[src/rtl/sn_host_pkg.sv]
// sn_host_pkg: shared types and widths for the UART register-protocol host master.
package sn_host_pkg;
    localparam int SN_PROT_ADDR_BW = 7;
    localparam int SN_PROT_DATA_BW = 8;
    typedef enum logic [2:0] {IDLE, TX_HDR, TX_DAT, RX_WAIT, RX_BYTE, DONE} sn_host_state_e;
    typedef struct packed {
        logic                       r0w1;
        logic [SN_PROT_ADDR_BW-1:0] addr;
        logic [SN_PROT_DATA_BW-1:0] wdata;
    } sn_host_cmd_t;
endpackage

[src/rtl/sn_uart_byte_tx.sv]
// sn_uart_byte_tx: serialises one byte as start, 8 data bits LSB first, then stop bits.
// done is high during the final cycle of the frame so a new load can follow with no gap.
module sn_uart_byte_tx #(
    parameter int P_CLKS_PER_BIT = 10,
    parameter int P_BITS_PER_PKT = 10
) (
    input  logic       clk,
    input  logic       rst,
    input  logic       load,
    input  logic [7:0] byte_in,
    output logic       done,
    output logic       uart_tx
);
    localparam int CW = $clog2(P_CLKS_PER_BIT + 1);
    localparam int BW = $clog2(P_BITS_PER_PKT + 1);
    localparam logic [CW-1:0] CLK_LAST = CW'(P_CLKS_PER_BIT - 1);
    localparam logic [BW-1:0] BIT_LAST = BW'(P_BITS_PER_PKT - 1);
    logic [P_BITS_PER_PKT-1:0] frame, sh_q, sh_d;
    logic [CW-1:0] ccnt_q, ccnt_d;
    logic [BW-1:0] bcnt_q, bcnt_d;
    logic active_q, active_d, tx_q, tx_d, bit_end;
    assign frame   = {{(P_BITS_PER_PKT - 9){1'b1}}, byte_in, 1'b0};
    assign bit_end = active_q && ccnt_q == CLK_LAST;
    assign done    = bit_end && bcnt_q == BIT_LAST;
    assign uart_tx = tx_q;
    always_comb begin
        active_d = load || (active_q && !done);
        ccnt_d   = (load || bit_end || !active_q) ? '0 : ccnt_q + CW'(1);
        bcnt_d   = load ? '0 : bit_end ? bcnt_q + BW'(1) : bcnt_q;
        sh_d     = load ? {1'b1, frame[P_BITS_PER_PKT-1:1]} : bit_end ? {1'b1, sh_q[P_BITS_PER_PKT-1:1]} : sh_q;
        tx_d     = load ? 1'b0 : bit_end ? sh_q[0] : tx_q;
    end
    always_ff @(posedge clk or posedge rst) begin
        if (rst) begin
            active_q <= 1'b0;
            ccnt_q   <= '0;
            bcnt_q   <= '0;
            sh_q     <= '1;
            tx_q     <= 1'b1;
        end else begin
            active_q <= active_d;
            ccnt_q   <= ccnt_d;
            bcnt_q   <= bcnt_d;
            sh_q     <= sh_d;
            tx_q     <= tx_d;
        end
    end
endmodule

[src/rtl/sn_uart_host_master.sv]
// sn_uart_host_master: host-side initiator of the UART register protocol (write: header+data, read: header then 1-byte reply).
// Define SN_HOST_CMD_FIFO_EN to place a command FIFO between the cmd port and the FSM.
module sn_uart_host_master
    import sn_host_pkg::*;
#(
    parameter int P_CLKS_PER_BIT = 10,
    parameter int P_BITS_PER_PKT = 10,
    parameter int P_RESP_TIMEOUT = 200,
    parameter int P_FIFO_DEPTH   = 4
) (
    input  logic                       clk,
    input  logic                       rst,
    input  logic                       cmd_valid,
    output logic                       cmd_ready,
    input  logic                       cmd_r0w1,
    input  logic [SN_PROT_ADDR_BW-1:0] cmd_addr,
    input  logic [SN_PROT_DATA_BW-1:0] cmd_wdata,
    output logic                       rsp_valid,
    output logic [SN_PROT_DATA_BW-1:0] rsp_rdata,
    output logic                       rsp_err,
    output logic                       uart_tx,
    input  logic                       uart_rx,
    output logic                       busy
);
    localparam int CW = $clog2(P_CLKS_PER_BIT + 1);
    localparam int TW = $clog2(P_RESP_TIMEOUT + 1);
    localparam logic [CW-1:0] CLK_MID  = CW'(P_CLKS_PER_BIT / 2);
    localparam logic [CW-1:0] CLK_LAST = CW'(P_CLKS_PER_BIT - 1);
    localparam logic [TW-1:0] TO_LAST  = TW'(P_RESP_TIMEOUT - 1);
    sn_host_state_e state_q, state_d;
    sn_host_cmd_t cmd_q, cmd_d, src;
    logic [CW-1:0] rcnt_q, rcnt_d;
    logic [3:0] rbit_q, rbit_d;
    logic [TW-1:0] tcnt_q, tcnt_d;
    logic [7:0] rsh_q, rsh_d, rsp_rdata_q, rsp_rdata_d, tx_byte;
    logic [2:0] rx_q;
    logic rsp_valid_q, rsp_valid_d, rsp_err_q, rsp_err_d, ready_q, ready_d;
    logic rx_sync, fall, avail, take, finish, load, tx_done;
    assign rx_sync = rx_q[1];
    assign fall    = rx_q[2] & ~rx_q[1];
    assign finish  = (state_q == TX_DAT && tx_done) ||
                     (state_q == RX_WAIT && !fall && tcnt_q == TO_LAST) ||
                     (state_q == RX_BYTE && rcnt_q == CLK_MID && rbit_q == 4'd9);
    assign take    = avail && (state_q == IDLE || finish);
    assign load    = take || (state_q == TX_HDR && tx_done && cmd_q.r0w1);
    assign tx_byte = take ? {src.r0w1, src.addr} : cmd_q.wdata;
`ifdef SN_HOST_CMD_FIFO_EN
    // The head entry stays queued while it executes, so it counts towards full.
    localparam int AW = $clog2(P_FIFO_DEPTH);
    sn_host_cmd_t mem_q [P_FIFO_DEPTH];
    logic [AW-1:0] rd_q, wr_q;
    logic [AW:0] cnt_q, cnt_d;
    logic push;
    assign push    = cmd_valid & ready_q;
    assign avail   = (state_q == IDLE) ? cnt_q != '0 : cnt_q > (AW + 1)'(1);
    assign src     = mem_q[(state_q == IDLE) ? rd_q : rd_q + AW'(1)];
    assign cnt_d   = cnt_q + (AW + 1)'(push) - (AW + 1)'(finish);
    assign ready_d = cnt_d != (AW + 1)'(P_FIFO_DEPTH);
    assign busy    = state_q != IDLE || cnt_q != '0;
    always_ff @(posedge clk) begin
        if (push) mem_q[wr_q] <= {cmd_r0w1, cmd_addr, cmd_wdata};
    end
    always_ff @(posedge clk or posedge rst) begin
        if (rst) begin
            rd_q  <= '0;
            wr_q  <= '0;
            cnt_q <= '0;
        end else begin
            rd_q  <= finish ? rd_q + AW'(1) : rd_q;
            wr_q  <= push ? wr_q + AW'(1) : wr_q;
            cnt_q <= cnt_d;
        end
    end
`else
    assign avail   = state_q == IDLE && cmd_valid && ready_q;
    assign src     = {cmd_r0w1, cmd_addr, cmd_wdata};
    assign ready_d = state_d == IDLE;
    assign busy    = state_q != IDLE;
`endif
    always_comb begin
        state_d = state_q;
        cmd_d   = cmd_q;
        rcnt_d  = rcnt_q;
        rbit_d  = rbit_q;
        tcnt_d  = tcnt_q;
        rsh_d   = rsh_q;
        case (state_q)
            TX_HDR: begin
                state_d = tx_done ? (cmd_q.r0w1 ? TX_DAT : RX_WAIT) : TX_HDR;
                tcnt_d  = '0;
            end
            RX_WAIT: begin
                state_d = fall ? RX_BYTE : RX_WAIT;
                rcnt_d  = '0;
                rbit_d  = '0;
                tcnt_d  = fall ? tcnt_q : tcnt_q + TW'(1);
            end
            RX_BYTE: begin
                rcnt_d  = (rcnt_q == CLK_LAST) ? '0 : rcnt_q + CW'(1);
                rbit_d  = (rcnt_q == CLK_LAST) ? rbit_q + 4'd1 : rbit_q;
                // A start bit that is high again at mid-bit was only a glitch.
                state_d = (rcnt_q == CLK_MID && rbit_q == 4'd0 && rx_sync) ? RX_WAIT : RX_BYTE;
                rsh_d   = (rcnt_q == CLK_MID && rbit_q != 4'd0) ? {rx_sync, rsh_q[7:1]} : rsh_q;
            end
            DONE:    state_d = IDLE;
            default: state_d = state_q;
        endcase
        state_d     = take ? TX_HDR : finish ? DONE : state_d;
        cmd_d       = take ? src : cmd_d;
        rsp_valid_d = finish;
        rsp_err_d   = finish ? (state_q == RX_WAIT || (state_q == RX_BYTE && !rx_sync)) : rsp_err_q;
        rsp_rdata_d = finish ? ((state_q == RX_BYTE && rx_sync) ? rsh_q : 8'h00) : rsp_rdata_q;
    end
    always_ff @(posedge clk or posedge rst) begin
        if (rst) begin
            state_q     <= IDLE;
            cmd_q       <= '0;
            rcnt_q      <= '0;
            rbit_q      <= '0;
            tcnt_q      <= '0;
            rsh_q       <= '0;
            rx_q        <= '1;
            ready_q     <= 1'b0;
            rsp_valid_q <= 1'b0;
            rsp_err_q   <= 1'b0;
            rsp_rdata_q <= '0;
        end else begin
            state_q     <= state_d;
            cmd_q       <= cmd_d;
            rcnt_q      <= rcnt_d;
            rbit_q      <= rbit_d;
            tcnt_q      <= tcnt_d;
            rsh_q       <= rsh_d;
            rx_q        <= {rx_q[1:0], uart_rx};
            ready_q     <= ready_d;
            rsp_valid_q <= rsp_valid_d;
            rsp_err_q   <= rsp_err_d;
            rsp_rdata_q <= rsp_rdata_d;
        end
    end
    assign cmd_ready = ready_q;
    assign rsp_valid = rsp_valid_q;
    assign rsp_err   = rsp_err_q;
    assign rsp_rdata = rsp_rdata_q;
    sn_uart_byte_tx #(
        .P_CLKS_PER_BIT(P_CLKS_PER_BIT),
        .P_BITS_PER_PKT(P_BITS_PER_PKT)
    ) u_tx (
        .clk(clk),
        .rst(rst),
        .load(load),
        .byte_in(tx_byte),
        .done(tx_done),
        .uart_tx(uart_tx)
    );
endmodule

[config.mk]
export PLATFORM = sky130hd
export DESIGN_NAME = sn_uart_host_master
export DESIGN_NICKNAME = d
export VERILOG_FILES = /design/src/rtl/sn_host_pkg.sv /design/src/rtl/sn_uart_byte_tx.sv /design/src/rtl/sn_uart_host_master.sv
export SDC_FILE = /design/constraint.sdc
export NUM_CORES = 1
export LEC_CHECK = 0
export BUFFER_PORTS_ARGS = -buffer_cell sky130_fd_sc_hd__buf_2
export CORE_MARGIN = 2
export CORE_UTILIZATION = 58
export DETAILED_ROUTE_END_ITERATION = 16
export PLACE_DENSITY = 0.8
export SLEW_MARGIN = 20
export SYNTH_ARGS = -nofsm -noshare
export SYNTH_HDL_FRONTEND = slang
export SYNTH_HIERARCHICAL = 1
export SYNTH_SLANG_ARGS = --single-unit
[constraint.sdc]
create_clock -name clk -period 2.6 [get_ports clk]
set_input_delay 0.52 -clock clk [delete_from_list [all_inputs] [get_ports clk]]
set_output_delay 0.52 -clock clk [all_outputs]
set_load 0.02 [all_outputs]
==> metrics.md, run 1 <==
| Metric | Value |
|---|---|
| CP Buf/Inv Count | 2 |
| Switching Power | 435 µW |
| Cell Int Power | between 1500 and 2000 µW |
| Worst-path fanout max | 10 |
| Die area | approximately 6200 µm² |
| CTS Buffer Depth | 2 |
| Startpoint Class | register |
| Vias in the first global route | about 2.4k |
| Layout cells sized above 1 | about 22% |
| Placed Area | between 3000 and 4000 µm² |
| Area grow syn2layout | 15.2% |
| Placed Cells | around 420 |
| Least-Margin Pin Slew | approximately 700 ps |
| CP Depth | 9 |
| P_leak | 0.00180 µW |
| HP Class | in2async |
| Fin Hold WS | 168 ps |
| First-pass GRT wire length | roughly 11 mm |
| Total GRT Usage | about 23% |
| Max Clk Rate | between 400 and 500 MHz |
| Initial core utilization | approximately three fifths |
| Post-synthesis cell type count | between 40 and 50 |
| Most frequent cells in the layout | 72 x nand2_1, 56 x dfrtp_1, 32 x buf_2 |
| Crit share post-route | roughly nine tenths |
| Root buffer cell | clkbuf_8 |
| Power Density | about 590 nW/µm² |
| Slowest-stage cell, CP | nor3_1 |
| Hold Vio Cnt, Final | 0 |
| FF-to-FF path depth | 9 |
| Dpl hpwl | approximately 4.3 mm |
| Flop pwr share | slightly below 50% |
| Worst EP required | 2880 ps |
| Hold-fix buffers at CTS | 0 |
| Critical Path Sink Type | register |
| Worst r2r src | u_tx/ccnt_q[1] |
| RR Endpoint | u_tx/sh_q[4] |
| Clk slew on worst S/H paths | ~70 ps |
| Initial antenna violation count | 0 |
| Post-Place Setup Slack | about 300 ps |
| Post-cts resize count | 0 |
| Layout Nets | roughly 390 |
| Main synth FF type | dfrtp_1 |
| Fin cells | 437 |
| Worst setup margin | around 300 ps |
| CTS buffer count | 9 |
| IO Pins | 33 |
| Post-CTS Setup Bufs | 0 |
| Synth warn | 6 |
| Switching share of total power | between 10% and 20% |
| Worst Setup EP | u_tx/sh_q[4] |
| Final setup TNS | 0 ps |
| Peak VDD IR | between 400 and 500 µV |
| Worst path arrival time | approximately 2600 ps |
| Clock Skew | 7.89 ps |
| Max incr delay on CP | ~440 ps |
| Crit path from | u_tx/ccnt_q[1] |
| Mapped Nets | 353 |
| Register area share after synthesis | a little over half |
| Comb power frac | under 10% |
| Die width | between 70 and 80 µm |
| Final WL | a little over 6 mm |
| Mapped Area | about 3200 µm² |
| Final worst path period need | between 2000 and 2500 ps |
| Commonest non-fill, non-tap cell in the layout | nand2_1 |
| Crit-path leading delay family | simple AND/OR/NAND/NOR gates |
| CP dominant cell by count | nand2_1 |
| Yosys reg bits | 68 |
| Number of synthesized flops with an enable pin | 0 |
| FF-to-FF setup slack | around 300 ps |
| Clock Latency Late Sink | 350 ps |
| First-iteration detailed-routing DRC count | 129 |
| DR DRC count | 0 |
| CTS Sinks | around 70 |
| Maxcap violations | 0 |
| Worst-path cell chain | inv_1 > ha_1 > nand4b_4 > nor3_1 > nand2_1 > o31ai_2 > buf_4 > nand2_1 > o21ai_0 |
| CTS tree | yes |
| Slew headroom | a little over half |
| Synth async-reset ratio | 100% |
| Fillers | 422 |
| ANT nets after route | 0 |
| Die height | slightly below 80 µm |
| Routed WL per cell | ~14 µm |
| CORE AREA | ~5400 µm² |
| Vias/cell | between 5 and 6 |
| Via Count | roughly 2.3k |
| FP Rows | 27 |
| Port bufs | 32 |
| Kind of critical path | reg2reg |
| Mean post-synth cell area | around 10 µm² |
| Fin area | ~3700 µm² |
| Drt pass-1 iters | 4 |
| Status | completed |
| Largest net degree at the start of global routing | 33 |
| RSZ-0062 raised after global routing | no |
| H-tree depth | 3 |
| Gpl congestion | 0.788 |
| Max-slew violations | 0 |
| Grt total ovfl | 0 |
| ANT cells | 0 |
| Synth Instances | 325 |
| Clock power share | between 40% and 50% |
| Final Setup Violations | 0 |
## metrics by stage
stage | power (µW) | util, %
after floorplan | 1100 | -
after global placement | 1120 | 63.9
after detailed placement | 1130 | 63.9
after CTS | 2220 | 68.6
after global routing | 2260 | 68.6
final | 2200 | 68.6
## power by group through the flow
stage,clock network [µW],registers [µW],logic (µW)
after floorplan,0,1080,18.3
after global routing,1150,1060,48.5
after global placement,0,1080,41.8
after detailed placement,0,1080,42.8
final,1100,1060,41.0
after CTS,1120,1060,42.9
## area by class of cell
cell class | instances | area, µm² | share of cell area (%)
inverter | 21 | 78.8 | 2.11
clock buffer | 11 | 151 | 4.05
multi-input combinational | 224 | 1390 | 37.2
clock inverter | 5 | 106 | 2.85
tap | 72 | 90.1 | 2.41
timing repair buffer | 36 | 203 | 5.43
sequential | 68 | 1720 | 46.0
## worst min path at each step
stage	to	start	cells after the start
floorplan	rx_q[1]	rx_q[0]	0
global placement	rx_q[1]	rx_q[0]	0
detailed placement	rx_q[1]	rx_q[0]	0
CTS	rsh_q[0]	rst	2
global route	rsh_q[2]	rst	2
finish	rsp_rdata[3]	rst	2
## cell families (layout without fill, tap and decap cells)
group	after synthesis	count (layout)	synth area share [%]
AO/OA/AOI/OAI	44	44	8.07
multiplexers	26	26	8.38
AND/OR/NAND/NOR	136	136	20.4
buffers and inverters	33	73	4.36
XOR/XNOR	10	10	2.70
flip-flops	68	68	53.0
adder cells (fa/ha/maj)	8	8	3.09
## state kept, by name, indices dropped and copies added (netlist names), 4 cells and up
register / cells
rbit_q: 4
rsh_q: 8
u_tx/ccnt_q: 4
rcnt_q: 4
u_tx/sh_q: 8
tcnt_q: 8
cmd_q: 9
rsp_rdata: 8
u_tx/bcnt_q: 4
## synthesized netlist by cell type (2+ instances only)
master	count	share of area [%]
nor2_1	23	2.7
or4bb_1	2	0.69
and3_1	2	0.39
nand2_1	72	8.3
dfstp_2	12	9.7
o21ai_0	20	3.1
nor3_1	4	0.62
nand3_1	7	1.1
clkbuf_1	7	0.81
nand4_1	3	0.58
a21oi_1	11	1.7
xor2_1	6	1.6
buf_6	2	0.69
or3_1	2	0.39
nand2b_1	2	0.39
dfrtp_1	56	43
ha_1	8	3.1
nor4_1	2	0.39
buf_2	2	0.31
mux2i_1	17	5.3
or2_2	2	0.39
inv_1	21	2.4
o31ai_1	2	0.46
a21o_1	2	0.46
xnor2_1	4	1.1
mux2_2	9	3.1
nor2b_1	3	0.58
nor3b_1	4	0.93
## worst reg2reg max path, stage by stage, from the launching register on
cell and delay (ps):
dfrtp_1 400, inv_1 60, ha_1 230, nand4b_4 190, nor3_1 440, nand2_1 160, o31ai_2 340, buf_4 240
nand2_1 80, o21ai_0 80
## routing by layer
metal	vias up	GRT usage, %	part of all wire, %
met4	0	11.2	2.1
met2	50	37.4	49
met3	10	5.23	4.9
li1	1157	-	-
met1	1132	28.9	44
met5	-	0	0
Note: power is estimated with default switching activity, not from simulation.
==> inputs of run 2 (changes only) <==
--- a/config.mk
+++ b/config.mk
@@ -7,9 +7,10 @@
 export LEC_CHECK = 0
 export BUFFER_PORTS_ARGS = -buffer_cell sky130_fd_sc_hd__buf_2
 export CORE_MARGIN = 2
-export CORE_UTILIZATION = 58
+export CORE_UTILIZATION = 33
 export DETAILED_ROUTE_END_ITERATION = 16
-export PLACE_DENSITY = 0.8
+export GPL_TIMING_DRIVEN = 0
+export PLACE_DENSITY = 0.51
 export SLEW_MARGIN = 20
 export SYNTH_ARGS = -nofsm -noshare
 export SYNTH_HDL_FRONTEND = slang
==> run 2 against run 1 <==
First-iteration DRC count decreased by 41%. Setup slack improved by 18 ps. Cell count increased by 16%. Fmax increased by 0.79%. Flip-flop and latch count unchanged. Combinational power decreased by 6.8%. Die area increased by 71%. Clock skew increased by 2.3 ps. Critical path type unchanged. Largest cell class unchanged. Highest routed layer unchanged.
==> metrics.md, run 2 (synthesis gave the netlist of run 1 again) <==
| Metric | Value |
|---|---|
| Kind of critical path | reg2reg |
| Largest net degree at the start of global routing | 51 |
| Critical Path Sink Type | register |
| Cell Int Power | about 1400 µW |
| Die height | between 100 and 150 µm |
| Crit path from | u_tx/ccnt_q[1] |
| Slew headroom | a little under three fifths |
| Worst EP required | approximately 2900 ps |
| ANT cells | 0 |
| Die area | 10600 µm² |
| Peak VDD IR | roughly 280 µV |
| CTS Buffer Depth | 2 |
| Drt pass-1 iters | 4 |
| Most frequent cells in the layout | 72 x nand2_1, 56 x dfrtp_1, 34 x buf_2 |
| Area grow syn2layout | 16.3% |
| Flop pwr share | approximately 56% |
| Hold-fix buffers at CTS | 0 |
| Layout Nets | between 300 and 400 |
| Grt total ovfl | 0 |
| RSZ-0062 raised after global routing | no |
| CTS tree | yes |
| Placed Cells | between 400 and 500 |
| Comb power frac | roughly 2.0% |
| IO Pins | 33 |
| P_leak | about 0.0018 µW |
| Vias/cell | roughly 4.7 |
| Power Density | about 500 nW/µm² |
| Die width | between 100 and 150 µm |
| CTS Sinks | 68 |
| Initial antenna violation count | 0 |
| Worst r2r src | u_tx/ccnt_q[1] |
| Largest register FFs | 9 |
| Crit share post-route | 87.6% |
| ANT nets after route | 0 |
| Status | completed |
| CORE AREA | slightly below 10000 µm² |
| Switching Power | between 400 and 500 µW |
| Fin cells | a little over 500 |
| Largest Register | cmd_q |
| DR DRC count | 0 |
| Vias in the first global route | around 2.3k |
| Final worst path period need | about 2300 ps |
| Final Setup Violations | 0 |
| Tot Pwr | around 1900 µW |
| Clk slew on worst S/H paths | about 80 ps |
| Clock Skew | 10.2 ps |
| Gpl congestion | 0.784 |
| Maxcap violations | 0 |
| Worst-path fanout max | 10 |
| Worst setup margin | between 300 and 400 ps |
| Max Clk Rate | roughly 440 MHz |
| Clock power share | approximately two fifths |
| Via Count | roughly 2.4k |
| Finished Core Util | 39.1% |
| First-iteration detailed-routing DRC count | 76 |
| Commonest non-fill, non-tap cell in the layout | nand2_1 |
| Root buffer cell | clkbuf_8 |
| Layout cells sized above 1 | between 20% and 30% |
| Port bufs | 32 |
| H-tree depth | 3 |
| FP Rows | 36 |
| Max-slew violations | 0 |
| Initial core utilization | around 34% |
| Least-Margin Pin Slew | 669 ps |
| Final WL | approximately 6.4 mm |
| Routed WL per cell | ~13 µm |
| First-pass GRT wire length | between 10 and 15 mm |
| Total GRT Usage | a little over an eighth |
| Worst path arrival time | approximately 2600 ps |
| Hold Vio Cnt, Final | 0 |
| Dpl hpwl | approximately 4.4 mm |
| Clock Latency Late Sink | between 300 and 400 ps |
| HP Class | in2async |
| Post-Place Setup Slack | -289 ps |
| Switching share of total power | between 20% and 30% |
| Startpoint Class | register |
| CTS buffer count | 9 |
-- run 2: cell count changes in the layout (fill, tap and decap cells not counted), moves of 2 or more --
cell and change:
clkbuf_2 +2, buf_4 -3, clkinv_4 +2, buf_6 +2, buf_2 +2, clkbuf_1 +5, bufinv_16 -3, clkinv_2 +3
-- run 2: per-layer routing --
metal	wire length, µm	GRT usage [%]	up-vias
met3	174	2.85	10
met5	0	0	-
met2	2970	20.2	32
met4	103	6.07	0
met1	3150	17.6	1155
li1	-	-	1177
-- run 2: power groups by stage --
| stage | clock [µW] | combinational (µW) | sequential (µW) |
|---|---|---|---|
| 2_1_floorplan | 0 | 18.3 | 1080 |
| 3_3_place_gp | 0 | 39.5 | 1080 |
| 3_5_place_dp | 0 | 40.9 | 1080 |
| 4_1_cts | 827 | 41.2 | 1060 |
| 5_1_grt | 870 | 45.4 | 1060 |
| 6_report | 792 | 38.2 | 1060 |
-- run 2: final cells by class --
class                   count  area [µm²]
plain buffers              12        65.1
clock inverters             6        40.0
fillers                  1024        5870
inverters                  21        81.3
multi-input cells         224        1400
clock buffers              10         138
well taps                 133         166
flip-flops and latches     68        1720
repair buffers             32         160
-- run 2: path summary, 6_finish.rpt --
| check | end | slack (ps) | cells past startpoint |
|---|---|---|---|
| min in group clk | rx_q[0] | 280 | 1 |
| hold / removal | cmd_q[5] | 270 | 2 |
| setup reg to reg | u_tx/sh_q[4] | 320 | 9 |
| max in group asynchronous | u_tx/ccnt_q[2] | 1870 | 2 |
| hold reg to reg | rx_q[1] | 360 | 0 |
| setup / recovery | u_tx/sh_q[4] | 320 | 9 |
-- run 2: stage by stage --
stage / setup TNS [ps] / area (µm²) / hold WS [ps]
global placement: -3240 / 3570 / 348
finish: 0 / 3770 / 271
detailed placement: -3440 / 3570 / 351
floorplan: 0 / 3240 / 345
CTS: 0 / 3760 / 262
global route: 0 / 3770 / 260
-- run 2: worst max-delay path: stages, from the launching register on --
cell and delay (ps):
dfrtp_1 400, inv_1 60, ha_1 230, nand4b_4 200, nor3_2 370, nand2_1 180, o31ai_4 290, clkbuf_2 310
nand2_1 80, o21ai_0 80
-- run 2: repair_timing --
item | in CTS | in global routing
setup buffers | 0 | 0
setup endpoints to repair | 18 | 14
resized for setup | 2 | 5
cloned | 0 | 0
